### config.mk
export PLATFORM = sky130hd
export DESIGN_NAME = daq_run_sequencer_flat
export DESIGN_NICKNAME = d
export VERILOG_FILES = /design/src/rtl/daq_run_sequencer_if.sv /design/src/rtl/daq_run_sequencer.sv /design/src/flat_wrapper.sv
export SDC_FILE = /design/constraint.sdc
export NUM_CORES = 1
export LEC_CHECK = 0
export CAP_MARGIN = 15
export CORE_UTILIZATION = 40
export DETAILED_ROUTE_END_ITERATION = 8
export PLACE_DENSITY = 0.68
export RECOVER_POWER = 100
export SLEW_MARGIN = 20
export SYNTH_ARGS = -nofsm -noshare
export SYNTH_HDL_FRONTEND = slang
export SYNTH_SLANG_ARGS = --single-unit
### constraint.sdc
create_clock -name clk -period 2.5 [get_ports clk]
set_clock_uncertainty 0.2 [all_clocks]
set_input_delay 0.25 -clock clk [delete_from_list [all_inputs] [get_ports clk]]
set_output_delay 0.25 -clock clk [all_outputs]
set_load 0.005 [all_outputs]
### src/rtl/daq_run_sequencer_if.sv
// Command, source and SRAM-FIFO side signals of the acquisition run sequencer.
// The slave modport is the sequencer's view; master is the surrounding system.
interface daq_run_sequencer_if;
    logic        iStartCmd;
    logic        iStopCmd;
    logic [15:0] iWordCount;
    logic [15:0] iSrcData;
    logic        iSrcData_en;
    logic        iFull;
    logic        oRunStart;
    logic [15:0] oDataout;
    logic        oDataout_en;
    logic        oBusy;
    logic        oDone;
    logic        oOverflow;

    modport slave (
        input  iStartCmd, iStopCmd, iWordCount, iSrcData, iSrcData_en, iFull,
        output oRunStart, oDataout, oDataout_en, oBusy, oDone, oOverflow
    );

    modport master (
        output iStartCmd, iStopCmd, iWordCount, iSrcData, iSrcData_en, iFull,
        input  oRunStart, oDataout, oDataout_en, oBusy, oDone, oOverflow
    );
endinterface

### src/rtl/daq_run_sequencer.sv
// Run sequencer: gates the data source for a programmed word count and frames its stream.
// Define FRAME_CHECKSUM_EN to append a 16-bit wrapping checksum word before the trailer.
module daq_run_sequencer (
    input  logic                clk,
    input  logic                reset,
    daq_run_sequencer_if.slave  bus
);
    localparam logic [15:0] HEADER_WORD   = 16'hEB90;
    localparam logic [15:0] TRAILER_OK    = 16'h5A5A;
    localparam logic [15:0] TRAILER_ABORT = 16'hA5A5;

`ifdef FRAME_CHECKSUM_EN
    typedef enum logic [2:0] {
        S_IDLE, S_HEADER, S_LEN, S_RUN, S_CSUM, S_TRAILER, S_DONE
    } state_t;
    localparam state_t S_TAIL = S_CSUM;
`else
    typedef enum logic [2:0] {
        S_IDLE, S_HEADER, S_LEN, S_RUN, S_TRAILER, S_DONE
    } state_t;
    localparam state_t S_TAIL = S_TRAILER;
`endif

    state_t      state_q, state_d;
    logic [15:0] remaining_q, remaining_d;
    logic [15:0] len_q, len_d;
    logic        abort_q, abort_d;
`ifdef FRAME_CHECKSUM_EN
    logic [15:0] csum_q, csum_d;
`endif
    logic        run_start_q, run_start_d;
    logic [15:0] dout_q, dout_d;
    logic        dout_en_q, dout_en_d;
    logic        busy_q, busy_d;
    logic        done_q, done_d;
    logic        ovf_q, ovf_d;

    always_comb begin
        state_d     = state_q;
        remaining_d = remaining_q;
        len_d       = len_q;
        abort_d     = abort_q;
`ifdef FRAME_CHECKSUM_EN
        csum_d      = csum_q;
`endif
        dout_d      = dout_q;
        dout_en_d   = 1'b0;
        ovf_d       = ovf_q;

        case (state_q)
            S_IDLE: begin
                if (bus.iStartCmd && bus.iWordCount != 16'd0) begin
                    remaining_d = bus.iWordCount;
                    len_d       = bus.iWordCount;
                    abort_d     = 1'b0;
                    ovf_d       = 1'b0;
`ifdef FRAME_CHECKSUM_EN
                    csum_d      = 16'd0;
`endif
                    state_d     = S_HEADER;
                end
            end
            // A stop here wins over the pending header/len write.
            S_HEADER: begin
                if (bus.iStopCmd) begin
                    abort_d = 1'b1;
                    state_d = S_TAIL;
                end else if (!bus.iFull) begin
                    dout_d    = HEADER_WORD;
                    dout_en_d = 1'b1;
                    state_d   = S_LEN;
                end
            end
            S_LEN: begin
                if (bus.iStopCmd) begin
                    abort_d = 1'b1;
                    state_d = S_TAIL;
                end else if (!bus.iFull) begin
                    dout_d    = len_q;
                    dout_en_d = 1'b1;
                    state_d   = S_RUN;
                end
            end
            S_RUN: begin
                // Dropped words still count and still feed the checksum.
                if (bus.iSrcData_en) begin
                    if (bus.iFull) begin
                        ovf_d = 1'b1;
                    end else begin
                        dout_d    = bus.iSrcData;
                        dout_en_d = 1'b1;
                    end
`ifdef FRAME_CHECKSUM_EN
                    csum_d      = csum_q + bus.iSrcData;
`endif
                    remaining_d = remaining_q - 16'd1;
                    if (remaining_q == 16'd1) state_d = S_TAIL;
                end
                if (bus.iStopCmd) begin
                    abort_d = 1'b1;
                    state_d = S_TAIL;
                end
            end
`ifdef FRAME_CHECKSUM_EN
            S_CSUM: begin
                if (!bus.iFull) begin
                    dout_d    = csum_q;
                    dout_en_d = 1'b1;
                    state_d   = S_TRAILER;
                end
            end
`endif
            S_TRAILER: begin
                if (!bus.iFull) begin
                    dout_d    = abort_q ? TRAILER_ABORT : TRAILER_OK;
                    dout_en_d = 1'b1;
                    state_d   = S_DONE;
                end
            end
            S_DONE:  state_d = S_IDLE;
            default: state_d = S_IDLE;
        endcase

        // Source enable lags RUN entry/exit by one edge.
        run_start_d = (state_q == S_RUN);
        busy_d      = (state_d != S_IDLE);
        done_d      = (state_d == S_DONE);
    end

    always_ff @(posedge clk or posedge reset) begin
        if (reset) begin
            state_q     <= S_IDLE;
            remaining_q <= 16'd0;
            len_q       <= 16'd0;
            abort_q     <= 1'b0;
`ifdef FRAME_CHECKSUM_EN
            csum_q      <= 16'd0;
`endif
            run_start_q <= 1'b0;
            dout_q      <= 16'h0000;
            dout_en_q   <= 1'b0;
            busy_q      <= 1'b0;
            done_q      <= 1'b0;
            ovf_q       <= 1'b0;
        end else begin
            state_q     <= state_d;
            remaining_q <= remaining_d;
            len_q       <= len_d;
            abort_q     <= abort_d;
`ifdef FRAME_CHECKSUM_EN
            csum_q      <= csum_d;
`endif
            run_start_q <= run_start_d;
            dout_q      <= dout_d;
            dout_en_q   <= dout_en_d;
            busy_q      <= busy_d;
            done_q      <= done_d;
            ovf_q       <= ovf_d;
        end
    end

    assign bus.oRunStart   = run_start_q;
    assign bus.oDataout    = dout_q;
    assign bus.oDataout_en = dout_en_q;
    assign bus.oBusy       = busy_q;
    assign bus.oDone       = done_q;
    assign bus.oOverflow   = ovf_q;
endmodule

### src/flat_wrapper.sv
// flat-port wrapper written by rule: the top's interface ports become plain ports
module daq_run_sequencer_flat 
  (clk, reset, bus_iStartCmd, bus_iStopCmd, bus_iWordCount, bus_iSrcData, bus_iSrcData_en, bus_iFull, bus_oRunStart, bus_oDataout, bus_oDataout_en, bus_oBusy, bus_oDone, bus_oOverflow);
  daq_run_sequencer_if bus_i ();
  input  logic clk;
  input  logic reset;
  input wire logic [$bits(bus_i.iStartCmd)-1:0] bus_iStartCmd;
  input wire logic [$bits(bus_i.iStopCmd)-1:0] bus_iStopCmd;
  input wire logic [$bits(bus_i.iWordCount)-1:0] bus_iWordCount;
  input wire logic [$bits(bus_i.iSrcData)-1:0] bus_iSrcData;
  input wire logic [$bits(bus_i.iSrcData_en)-1:0] bus_iSrcData_en;
  input wire logic [$bits(bus_i.iFull)-1:0] bus_iFull;
  output wire logic [$bits(bus_i.oRunStart)-1:0] bus_oRunStart;
  output wire logic [$bits(bus_i.oDataout)-1:0] bus_oDataout;
  output wire logic [$bits(bus_i.oDataout_en)-1:0] bus_oDataout_en;
  output wire logic [$bits(bus_i.oBusy)-1:0] bus_oBusy;
  output wire logic [$bits(bus_i.oDone)-1:0] bus_oDone;
  output wire logic [$bits(bus_i.oOverflow)-1:0] bus_oOverflow;
  assign bus_i.iStartCmd = bus_iStartCmd;
  assign bus_i.iStopCmd = bus_iStopCmd;
  assign bus_i.iWordCount = bus_iWordCount;
  assign bus_i.iSrcData = bus_iSrcData;
  assign bus_i.iSrcData_en = bus_iSrcData_en;
  assign bus_i.iFull = bus_iFull;
  assign bus_oRunStart = bus_i.oRunStart;
  assign bus_oDataout = bus_i.oDataout;
  assign bus_oDataout_en = bus_i.oDataout_en;
  assign bus_oBusy = bus_i.oBusy;
  assign bus_oDone = bus_i.oDone;
  assign bus_oOverflow = bus_i.oOverflow;
  daq_run_sequencer u_core (.clk(clk), .reset(reset), .bus(bus_i));
endmodule
==> impl_metrics.json, run 1 <==
{
  "synth_common_cells": "57 x dfrtp_1, 43 x nand2_1, 24 x nor2_1",
  "route.antenna.remaining_nets": 0,
  "synth_most_common_cell": "dfrtp_1",
  "ir_drop_mv": 0.509,
  "diodes": 0,
  "h-tree-depth": 3,
  "clk_latency_ns": 0.34,
  "hold_viol": 0,
  "area_delta_synth_final_pct": 31.4,
  "ioPinCount": 59,
  "antenna_found_initial": 0,
  "finalPower_mw": 4.69,
  "post-cts-setup-buffers": 0,
  "slew_viol_final": 0,
  "p_per_area_nw_per_um2": 1080,
  "crit_arrival_ns": 2.28,
  "grt_pass1_vias": 2901,
  "cp-start-kind": "register",
  "fmax_mhz": 440,
  "hold_path.class": "reg2reg",
  "setup_ws_ns": 0.230,
  "drt_wl_total_um": 9140,
  "syn_inst": 340,
  "core_sq_um": 7890,
  "wl_met1_um": 4240,
  "num_rows": 32,
  "dr.pass1.iters": 5,
  "cp_slowest_cell": "o211ai_1",
  "synth_area_leaders": "dfrtp_1 43%, mux2_2 7.1%, o221ai_1 5.3%",
  "whs_ns": 0.298,
  "cts_resized": 0,
  "nets": 460,
  "synth_edf_count": 0,
  "cp-end-kind": "register",
  "setup_violations": 0,
  "grt_setup_unrepaired": "false",
  "fin_crit_ns": 2.27,
  "viasPerCell": 5.74,
  "crit_chain": "buf_4 > and2_0 > o211ai_1 > a21o_1 > o221ai_1",
  "met2_length_um": 4200,
  "leakage_nw": 1.81,
  "worstSetupPathType": "reg2reg",
  "ys_seq_elements": 57,
  "numCtsBuffers": 9,
  "gr-usage-all-layers_pct": 22.5,
  "synthFlopType": "dfrtp_1",
  "cts_sinks": 57,
  "dieArea_sq_um": 8650,
  "cp_max_fo": 27,
  "grt_pass1_wl_um": 15000,
  "yosys_warnings": 0,
  "cts_tree": "built",
  "yosysSeqAreaShare_pct": 43.0,
  "synthesis.nets": 380,
  "synth_area_leader_cell": "dfrtp_1",
  "grt_max_degree": 58,
  "cap_violations": 0,
  "status": "complete, no violations",
  "die_x_um": 93.0,
  "routed-wl-met3_um": 445,
  "final_util_pct": 55.2,
  "routabilityCongestion": 0.848,
  "critPathTopFamily": "compound AO/OA/AOI/OAI gates",
  "die_h_um": 93.0,
  "vias": 3025,
  "worst_slew_pin_slew_ns": 1.46,
  "cts_root_buffer": "clkbuf_8",
  "relSlewSlack_pct": 2.53,
  "netlist_area_sq_um": 3310,
  "nFillCells": 686,
  "dpl.hpwl_um": 6620,
  "synth_top_area_share_pct": 43.0,
  "syn_area_per_cell_sq_um": 9.75,
  "drcViolationCount": 0,
  "cts_hold_buf": 0,
  "initial_core_util_pct": 42.0,
  "drtIter0Drc": 229,
  "path_clk_slew_ns": 0.07,
  "layout-drive-gt1-share_pct": 19.1,
  "portBuffers": 58,
  "synth-async-reset-ratio_pct": 100,
  "wl_per_cell_um": 17.3,
  "cts_buffer_depth": 2,
  "finalCritPeriodShare_pct": 90.8,
  "crit_required_ns": 2.51,
  "dp_worst_setup_slack_ns": 0.0668,
  "cpPeakStageDelay_ns": 0.56,
  "ys_types": 59,
  "globalRouteOverflowTotal": 0,
  "critPathBufInv": 1,
  "highest_layer": "met4"
}
## cell families (layout without fill, tap and decap cells)
group	count (synthesis)	after routing	share of synthesized area, %
AOI/OAI and AO/OA	84	84	19.9
buffers and inverters	39	124	5.44
adders and majority gates	2	2	0.755
DFF	57	57	43.0
muxes	32	32	10.5
and+or+nand+nor	126	126	20.3
## report_power, final
group	total, mW	internal [mW]	switching, mW	leakage [nW]
Clock	0.961	0.556	0.404	0.106
Combinational	2.00	1.03	0.963	1.02
Sequential	1.74	1.35	0.382	0.689
## worst reg2reg max path, cell delays in order (launching register included)
cell	delay (ns)
dfrtp_1	0.38
buf_4	0.24
and2_0	0.23
o211ai_1	0.56
a21o_1	0.36
o221ai_1	0.18
## routing by layer
metal	up-vias	GRT usage, %
met1	1442	32.1
met2	107	33.7
met4	0	10.8
met5	-	0
met3	16	2.93
li1	1460	-
## path summary, 6_finish.rpt
path / depth (start not counted) / end / start / slack (ns)
min in group asynchronous: 3 / u_core.len_q[10] / reset / 0.64
hold / removal: 1 / u_core.len_q[5] / u_core.len_q[5] / 0.30
max in group asynchronous: 3 / u_core.remaining_q[11] / reset / 0.58
setup / recovery: 5 / u_core.bus.oDataout[12] / u_core.state_q[0] / 0.23
hold reg to reg: 1 / u_core.len_q[5] / u_core.len_q[5] / 0.30
setup reg to reg: 5 / u_core.bus.oDataout[12] / u_core.state_q[0] / 0.23
## metrics by stage
stage / instances / instance area (sq um) / setup TNS, ns
after floorplan: 340 / 3310 / 0
final: 527 / 4360 / 0
after global routing: 527 / 4360 / 0
after CTS: 527 / 4410 / 0
after detailed placement: 511 / 4200 / 0
after global placement: 511 / 4190 / -5.40
## sequential cells by signal, indices dropped and copies added (netlist names)
register	count
u_core.abort_q	1
u_core.bus.oBusy	1
u_core.bus.oDataout	16
u_core.bus.oDataout_en	1
u_core.bus.oDone	1
u_core.bus.oOverflow	1
u_core.bus.oRunStart	1
u_core.len_q	16
u_core.remaining_q	16
u_core.state_q	3
## final cells by class
type | count | area (sq um) | area share [%]
clock buffers | 10 | 128 | 2.93
multi-input cells | 244 | 1700 | 39.0
well taps | 102 | 128 | 2.93
clock inverters | 6 | 82.6 | 1.90
inverters | 14 | 52.6 | 1.21
repair buffers | 94 | 838 | 19.2
flip-flops and latches | 57 | 1430 | 32.7
## placed cells by master (no fill, tap or decap), drive strengths merged, types with 4 or more instances in the layout
| cell type | count |
|---|---|
| dfrtp | 57 |
| nand2 | 43 |
| clkdlybuf4s50 | 35 |
| buf | 32 |
| nor2 | 25 |
| dlygate4sd3 | 23 |
| mux2 | 23 |
| o221ai | 20 |
| a21oi | 14 |
| nand3 | 14 |
| clkbuf | 14 |
| inv | 13 |
| mux2i | 9 |
| a2111oi | 8 |
| a221oi | 8 |
| o211ai | 6 |
| o21ai | 6 |
| nor4 | 6 |
| and2 | 5 |
| nand4 | 4 |
| nand2b | 4 |
| o31a | 4 |
| nand3b | 4 |
| nor3 | 4 |
| o311ai | 4 |
| clkinv | 4 |
No activity file was read; power rests on OpenSTA's default activity.
==> run 2, diff against run 1 <==
--- a/config.mk
+++ b/config.mk
@@ -7,6 +7,7 @@
 export LEC_CHECK = 0
 export CAP_MARGIN = 15
 export CORE_UTILIZATION = 40
+export CTS_CLUSTER_DIAMETER = 30
 export DETAILED_ROUTE_END_ITERATION = 8
 export PLACE_DENSITY = 0.68
 export RECOVER_POWER = 100
==> results of run 2 <==
Final layout, timing and power as in run 1 (identical DEF).
